--- config.mk ---
export PLATFORM = sky130hd
export DESIGN_NAME = seg_scan_driver
export DESIGN_NICKNAME = d
export VERILOG_FILES = /design/src/rtl/seg_pkg.sv /design/src/rtl/seg_font_decode.sv /design/src/rtl/seg_scan_driver.sv
export SDC_FILE = /design/constraint.sdc
export NUM_CORES = 1
export LEC_CHECK = 0
export BUFFER_PORTS_ARGS = -buffer_cell sky130_fd_sc_hd__clkbuf_2
export CORE_ASPECT_RATIO = 1.5
export CORE_MARGIN = 5
export CORE_UTILIZATION = 50
export CTS_BUF_LIST = sky130_fd_sc_hd__clkbuf_2 sky130_fd_sc_hd__clkbuf_4 sky130_fd_sc_hd__clkbuf_8
export CTS_CLUSTER_SIZE = 25
export DETAILED_ROUTE_END_ITERATION = 8
export MAX_ROUTING_LAYER = met4
export PLACE_DENSITY = 0.73
export SKIP_LAST_GASP = 1
export SLEW_MARGIN = 20
export SYNTH_ARGS = -nofsm -noshare
export SYNTH_HDL_FRONTEND = slang
export SYNTH_SLANG_ARGS = --single-unit
--- constraint.sdc ---
create_clock -name i_clk -period 4.5 [get_ports i_clk]
set_input_delay 0.9 -clock i_clk [delete_from_list [all_inputs] [get_ports i_clk]]
set_output_delay 0.9 -clock i_clk [all_outputs]
set_load 0.05 [all_outputs]
--- src/rtl/seg_pkg.sv ---
// Shared constants for the seven-segment scan driver: digit field width,
// the all-dark cathode pattern and the hex font table.
package seg_pkg;

    localparam int unsigned DIGIT_W = 4;

    // Cathodes are active low, so all ones turns every segment off.
    localparam logic [6:0] SEG_OFF = 7'h7F;

    // Hex font, active low, bit order {g,f,e,d,c,b,a}; entry 0 is the LSB slice.
    localparam logic [15:0][6:0] SEG_FONT = {
        7'h0E,  // F
        7'h06,  // E
        7'h21,  // d
        7'h46,  // C
        7'h03,  // b
        7'h08,  // A
        7'h10,  // 9
        7'h00,  // 8
        7'h78,  // 7
        7'h02,  // 6
        7'h12,  // 5
        7'h19,  // 4
        7'h30,  // 3
        7'h24,  // 2
        7'h79,  // 1
        7'h40   // 0
    };

endpackage

--- src/rtl/seg_font_decode.sv ---
// Combinational hex-to-seven-segment decoder (active-low cathodes).
module seg_font_decode
    import seg_pkg::*;
(
    input  logic [DIGIT_W-1:0] i_val,
    output logic [6:0]         o_seg
);

    // Straight table lookup into the shared font.
    always_comb begin
        o_seg = SEG_FONT[i_val];
    end

endmodule

--- src/rtl/seg_scan_driver.sv ---
// Time-multiplexed N-digit seven-segment driver with a shadow/active buffer
// pair committed at frame boundaries and a per-slot anode dead time.
// Optional leading-zero blanking is enabled by defining SEG_SCAN_LZB_EN.
module seg_scan_driver
    import seg_pkg::*;
#(
    parameter int unsigned NUM_DIGITS = 4,
    parameter int unsigned SCAN_DIV   = 100000,
    parameter int unsigned BLANK_CYC  = 2
) (
    input  logic                          i_clk,
    input  logic                          i_rst_n,
    input  logic [DIGIT_W*NUM_DIGITS-1:0] i_digits,
    input  logic [NUM_DIGITS-1:0]         i_dp_in,
    input  logic [NUM_DIGITS-1:0]         i_blank_in,
    input  logic                          i_load,
    output logic [6:0]                    o_seg,
    output logic                          o_dp,
    output logic [NUM_DIGITS-1:0]         o_an,
    output logic                          o_frame_done
);

    localparam int unsigned CNT_W = $clog2(SCAN_DIV);
    localparam int unsigned IDX_W = $clog2(NUM_DIGITS);
    localparam int unsigned BUF_W = DIGIT_W * NUM_DIGITS;

    localparam logic [CNT_W-1:0] CNT_MAX   = CNT_W'(SCAN_DIV - 1);
    localparam logic [CNT_W-1:0] BLANK_LIM = CNT_W'(BLANK_CYC);
    localparam logic [IDX_W-1:0] IDX_MAX   = IDX_W'(NUM_DIGITS - 1);

    // Scan state
    logic [CNT_W-1:0]      r_cnt;
    logic [IDX_W-1:0]      r_idx;

    // Shadow (written by load) and active (displayed) buffers
    logic [BUF_W-1:0]      r_sh_digits;
    logic [NUM_DIGITS-1:0] r_sh_dp;
    logic [NUM_DIGITS-1:0] r_sh_blank;
    logic [BUF_W-1:0]      r_act_digits;
    logic [NUM_DIGITS-1:0] r_act_dp;
    logic [NUM_DIGITS-1:0] r_act_blank;

    // Registered outputs
    logic [6:0]            r_seg;
    logic                  r_dp;
    logic [NUM_DIGITS-1:0] r_an;
    logic                  r_frame_done;

    logic                  w_cnt_tc;
    logic                  w_idx_last;
    logic                  w_wrap;
    logic [CNT_W-1:0]      w_cnt_next;
    logic [IDX_W-1:0]      w_idx_next;
    logic [NUM_DIGITS-1:0] w_commit_blank;
    logic [DIGIT_W-1:0]    w_cur_digit;
    logic                  w_cur_dp;
    logic                  w_cur_blank;
    logic [NUM_DIGITS-1:0] w_an_sel;
    logic [6:0]            w_font;
    logic                  w_in_gap;
    logic                  w_dark;
    logic [6:0]            w_seg_d;
    logic                  w_dp_d;
    logic [NUM_DIGITS-1:0] w_an_d;
`ifdef SEG_SCAN_LZB_EN
    logic                  w_suppress;
`endif

    // Divider and digit index next state; >= comparisons pull any
    // out-of-range value back to 0 at the next terminal count.
    always_comb begin
        w_cnt_tc   = (r_cnt >= CNT_MAX);
        w_idx_last = (r_idx >= IDX_MAX);
        w_wrap     = w_cnt_tc && w_idx_last;
        w_cnt_next = w_cnt_tc ? '0 : r_cnt + 1'b1;
        w_idx_next = r_idx;
        if (w_cnt_tc) begin
            w_idx_next = w_idx_last ? '0 : r_idx + 1'b1;
        end
    end

    // Blank mask captured into the active buffer at commit.
    always_comb begin
        w_commit_blank = r_sh_blank;
`ifdef SEG_SCAN_LZB_EN
        // Walk from the most significant digit down; suppression ends at the
        // first shown non-zero digit or at any digit carrying a decimal point.
        w_suppress = 1'b1;
        for (int k = NUM_DIGITS - 1; k >= 1; k--) begin
            if (r_sh_dp[k]) begin
                w_suppress = 1'b0;
            end
            if (w_suppress && (r_sh_digits[k*DIGIT_W +: DIGIT_W] == '0)) begin
                w_commit_blank[k] = 1'b1;
            end else if (!r_sh_blank[k] && (r_sh_digits[k*DIGIT_W +: DIGIT_W] != '0)) begin
                w_suppress = 1'b0;
            end
        end
`endif
    end

    // Select the active-buffer fields for the digit currently being scanned.
    always_comb begin
        w_cur_digit = '0;
        w_cur_dp    = 1'b0;
        w_cur_blank = 1'b1;
        w_an_sel    = '1;
        for (int k = 0; k < NUM_DIGITS; k++) begin
            if (r_idx == IDX_W'(k)) begin
                w_cur_digit = r_act_digits[k*DIGIT_W +: DIGIT_W];
                w_cur_dp    = r_act_dp[k];
                w_cur_blank = r_act_blank[k];
                w_an_sel[k] = 1'b0;
            end
        end
    end

    seg_font_decode u_font (
        .i_val (w_cur_digit),
        .o_seg (w_font)
    );

    // Output next state: dead time forces everything off, blanked digits keep the anode.
    always_comb begin
        w_in_gap = (r_cnt < BLANK_LIM);
        w_dark   = w_in_gap || w_cur_blank;
        w_an_d   = w_in_gap ? '1 : w_an_sel;
        w_seg_d  = w_dark ? SEG_OFF : w_font;
        w_dp_d   = w_dark ? 1'b1 : ~w_cur_dp;
    end

    // Scan counter and digit index registers.
    always_ff @(posedge i_clk or negedge i_rst_n) begin
        if (!i_rst_n) begin
            r_cnt <= '0;
            r_idx <= '0;
        end else begin
            r_cnt <= w_cnt_next;
            r_idx <= w_idx_next;
        end
    end

    // Shadow capture on load; commit to active on the index wrap using the
    // pre-load shadow contents when both happen on the same edge.
    always_ff @(posedge i_clk or negedge i_rst_n) begin
        if (!i_rst_n) begin
            r_sh_digits  <= '0;
            r_sh_dp      <= '0;
            r_sh_blank   <= '0;
            r_act_digits <= '0;
            r_act_dp     <= '0;
            r_act_blank  <= '0;
        end else begin
            if (i_load) begin
                r_sh_digits <= i_digits;
                r_sh_dp     <= i_dp_in;
                r_sh_blank  <= i_blank_in;
            end
            if (w_wrap) begin
                r_act_digits <= r_sh_digits;
                r_act_dp     <= r_sh_dp;
                r_act_blank  <= w_commit_blank;
            end
        end
    end

    // Output registers, one cycle behind the scan state.
    always_ff @(posedge i_clk or negedge i_rst_n) begin
        if (!i_rst_n) begin
            r_seg        <= SEG_OFF;
            r_dp         <= 1'b1;
            r_an         <= '1;
            r_frame_done <= 1'b0;
        end else begin
            r_seg        <= w_seg_d;
            r_dp         <= w_dp_d;
            r_an         <= w_an_d;
            r_frame_done <= w_wrap;
        end
    end

    assign o_seg        = r_seg;
    assign o_dp         = r_dp;
    assign o_an         = r_an;
    assign o_frame_done = r_frame_done;

endmodule
==> impl_metrics.json <==
{
  "status": "complete, no violations",
  "rows": 38,
  "nNetsFinal": 371,
  "cts_buffers": 9,
  "syn_area_sq_um": 3730,
  "synth_cells": 296,
  "cp_slowest_cell": "a21oi_4",
  "die_height_um": 116,
  "cp-end-kind": "flip-flop",
  "start_util_pct": 51.3,
  "p_int_w": 0.00104,
  "hpwl_um": 4470,
  "yosysTopAreaCell": "dfrtp_1",
  "htreeDepth": 3,
  "layout_commonest_cell": "dfrtp_1",
  "synth_edf_count": 0,
  "ys.flop_type": "dfrtp_1",
  "clk_latency_ns": 0.35,
  "switching_share_pct": 21.5,
  "fin_skew_ns": 0.00615,
  "grt_overflow_total": 0,
  "critPathRequiredTime_ns": 4.74,
  "path_clk_slew_ns": 0.07,
  "path_class": "reg -> reg",
  "grt_pass1_wl_um": 10700,
  "final-hold-violation-count": 0,
  "async_flop_share_pct": 100,
  "dr_wl_met2_um": 3260,
  "clock_sinks": 80,
  "min_period_over_period_pct": 60.3,
  "first_global_vias": 2287,
  "path_cells": "or4_4, a31oi_1, a21oi_1, a21oi_4, mux2_2",
  "area_growth_pct": 11.8,
  "antenna_found_initial": 0,
  "synthTopCellsByArea": "dfrtp_1, mux2_2, dfstp_2, mux2_4, ha_1",
  "finalCriticalPeriod_ns": 2.71,
  "viasPerCell": 5.18,
  "ff2ff_setup_slack_ns": 1.79,
  "routed_wl_um": 6360,
  "worstMarginPinSlew_ns": 1.04,
  "critical_path.startpoint": "r_cnt[11]$_DFF_PN0_",
  "r2r_start": "r_cnt[11]$_DFF_PN0_",
  "regArea_sq_um": 2020,
  "cts_setup_buffers": 0,
  "vias": 2267,
  "yosysUniqueCellTypes": 46,
  "place_congestion": 0.834,
  "layout_common_cells": "dfrtp_1, clkbuf_2, mux2_2, nor2_1, mux2_4",
  "r2r_cells": 5,
  "drt-met1-wl_um": 2740,
  "grt_max_degree": 81,
  "syn_nets": 334,
  "p_clk_share_pct": 39.1,
  "ys_ff_latch": 80,
  "dp.cells": 422,
  "drive_above_1_share_pct": 36.4,
  "fp.coreArea_sq_um": 7270,
  "fillers": 617,
  "hold_buffers": 0,
  "fmax_mhz": 369,
  "io-pin-count": 40,
  "diodes": 0,
  "die_width_um": 80.5,
  "pre_cts_slack_ns": 1.80,
  "power_frac_seq_pct": 57.0,
  "cp_max_fo": 25,
  "max_cap_violations": 0,
  "finalNonFillerCells": 438,
  "critPathLaunchType": "flip-flop",
  "clockBufferDepth": 2,
  "synth_top_cell_area_share_pct": 45.6,
  "ir_worst_vdd_v": 0.000216,
  "rsz0062_at_grt": "no",
  "hp-class": "reg -> reg",
  "drtIter0Drc": 90,
  "root_buffer": "clkbuf_8",
  "setup_slack_ns": 1.79,
  "syn_area_per_cell_sq_um": 12.6,
  "port_buffers": 39,
  "drc": 0,
  "setup_violations": 0,
  "tns_ns": 0,
  "wl_met3_um": 217,
  "antenna_left": 0,
  "whs_ns": 0.466,
  "multi_input_area_sq_um": 1600,
  "synth_seq_area_share_pct": 54.0,
  "p_leak_nw": 1.97,
  "wl_per_cell_um": 14.5,
  "cts_tree": "done",
  "r2r-end": "r_act_blank[3]$_DFFE_PN0P_",
  "comb_power_share_pct": 3.9,
  "yosys_warnings": 0,
  "slew_violations": 0,
  "relSlewSlack_pct": 30.6,
  "dieArea_sq_um": 9330,
  "dr.max_layer_used": "met4",
  "track_usage_pct": 15.9,
  "crit_arrival_ns": 2.95,
  "ctsResizeCount": 0,
  "slowest_delay_ns": 0.84,
  "p_sw_w": 0.000284,
  "crit_end": "r_act_blank[3]$_DFFE_PN0P_",
  "drt_pass1_iterations": 4,
  "power_density_nw_per_um2": 316
}
-- Yosys cell counts (2+ instances only) --
cell	instances
ha_1	11
buf_2	3
nor2_1	27
inv_1	10
and4_1	3
o22ai_1	2
mux2_4	19
mux2_2	31
buf_12	2
dfstp_2	12
nor4_1	2
and3_1	3
xnor2_1	7
dfrtp_1	68
a311oi_1	2
nand2_1	16
o21ai_0	4
nor3b_1	2
nand4_1	3
a21oi_1	7
nand3b_1	3
clkbuf_1	8
a211oi_1	4
nand3_1	8
nor2b_1	6
a22oi_1	2
nand2b_1	3
xor2_1	7
o221ai_1	4
-- critical path: cells and delay by family (launching register included) --
kind / cells / cell delay, ns
simple gates: 1 / 0.59
compound gates: 3 / 1.16
mux: 1 / 0.41
flops: 1 / 0.43
-- worst min-delay path by stage --
stage / slack, ns / cells after the start / endpoint / start
after floorplan: 0.42 / 1 / r_cnt[0]$_DFF_PN0_ / r_cnt[0]$_DFF_PN0_
after global placement: 0.46 / 1 / r_cnt[0]$_DFF_PN0_ / r_cnt[0]$_DFF_PN0_
after detailed placement: 0.46 / 1 / r_cnt[0]$_DFF_PN0_ / r_cnt[0]$_DFF_PN0_
after CTS: 0.47 / 1 / r_cnt[0]$_DFF_PN0_ / r_cnt[0]$_DFF_PN0_
after global routing: 0.49 / 1 / r_cnt[0]$_DFF_PN0_ / r_cnt[0]$_DFF_PN0_
final: 0.47 / 1 / r_cnt[0]$_DFF_PN0_ / r_cnt[0]$_DFF_PN0_
-- kinds of logic after synthesis --
family | Yosys count | share of synthesized area (%)
xor gates and xnor gates | 14 | 3.29
AOI/OAI and AO/OA | 35 | 6.84
buffers and inverters | 23 | 3.29
adders and majority gates | 11 | 3.69
and+or+nand+nor | 82 | 11.6
DFF | 80 | 54.0
muxes | 51 | 17.3
-- layer usage --
layer | up-vias | global-route usage [%]
li1 | 1114 | -
met1 | 1103 | 19.2
met2 | 40 | 24.5
met3 | 10 | 4.67
met4 | 0 | 7.33
met5 | - | -
-- flip-flops by register name, summed over array words and instances, names as in the netlist --
name / flops
r_cnt: 17
r_act_digits: 16
r_sh_digits: 16
o_seg: 7
o_an: 4
r_act_blank: 4
r_act_dp: 4
r_sh_blank: 4
r_sh_dp: 4
r_idx: 2
o_dp: 1
o_frame_done: 1
-- through the flow --
stage / utilization (%) / power [W] / area [sq um]
2_1_floorplan: - / 0.000788 / 3730
3_3_place_gp: 54.6 / 0.000817 / 3970
3_5_place_dp: 54.6 / 0.000820 / 3970
4_1_cts: 57.3 / 0.00134 / 4170
5_1_grt: 57.3 / 0.00138 / 4170
6_report: 57.3 / 0.00132 / 4170
-- power by group through the flow --
stage / Clock, W / Combinational, W / Sequential [W]
2_1_floorplan: 0 / 0.0000266 / 0.000762
4_1_cts: 0.000532 / 0.0000537 / 0.000753
3_5_place_dp: 0 / 0.0000534 / 0.000767
3_3_place_gp: 0 / 0.0000518 / 0.000765
6_report: 0.000516 / 0.0000517 / 0.000752
5_1_grt: 0.000570 / 0.0000590 / 0.000755
-- cell type report --
class | instances | share of cell area, %
clock buffers | 10 | 3.30
flip-flops and latches | 80 | 48.4
well taps | 100 | 3.00
multi-input cells | 193 | 38.3
clock inverters | 6 | 1.41
repair buffers | 39 | 4.74
inverters | 10 | 0.900
No activity file was read; power rests on OpenSTA's default activity.
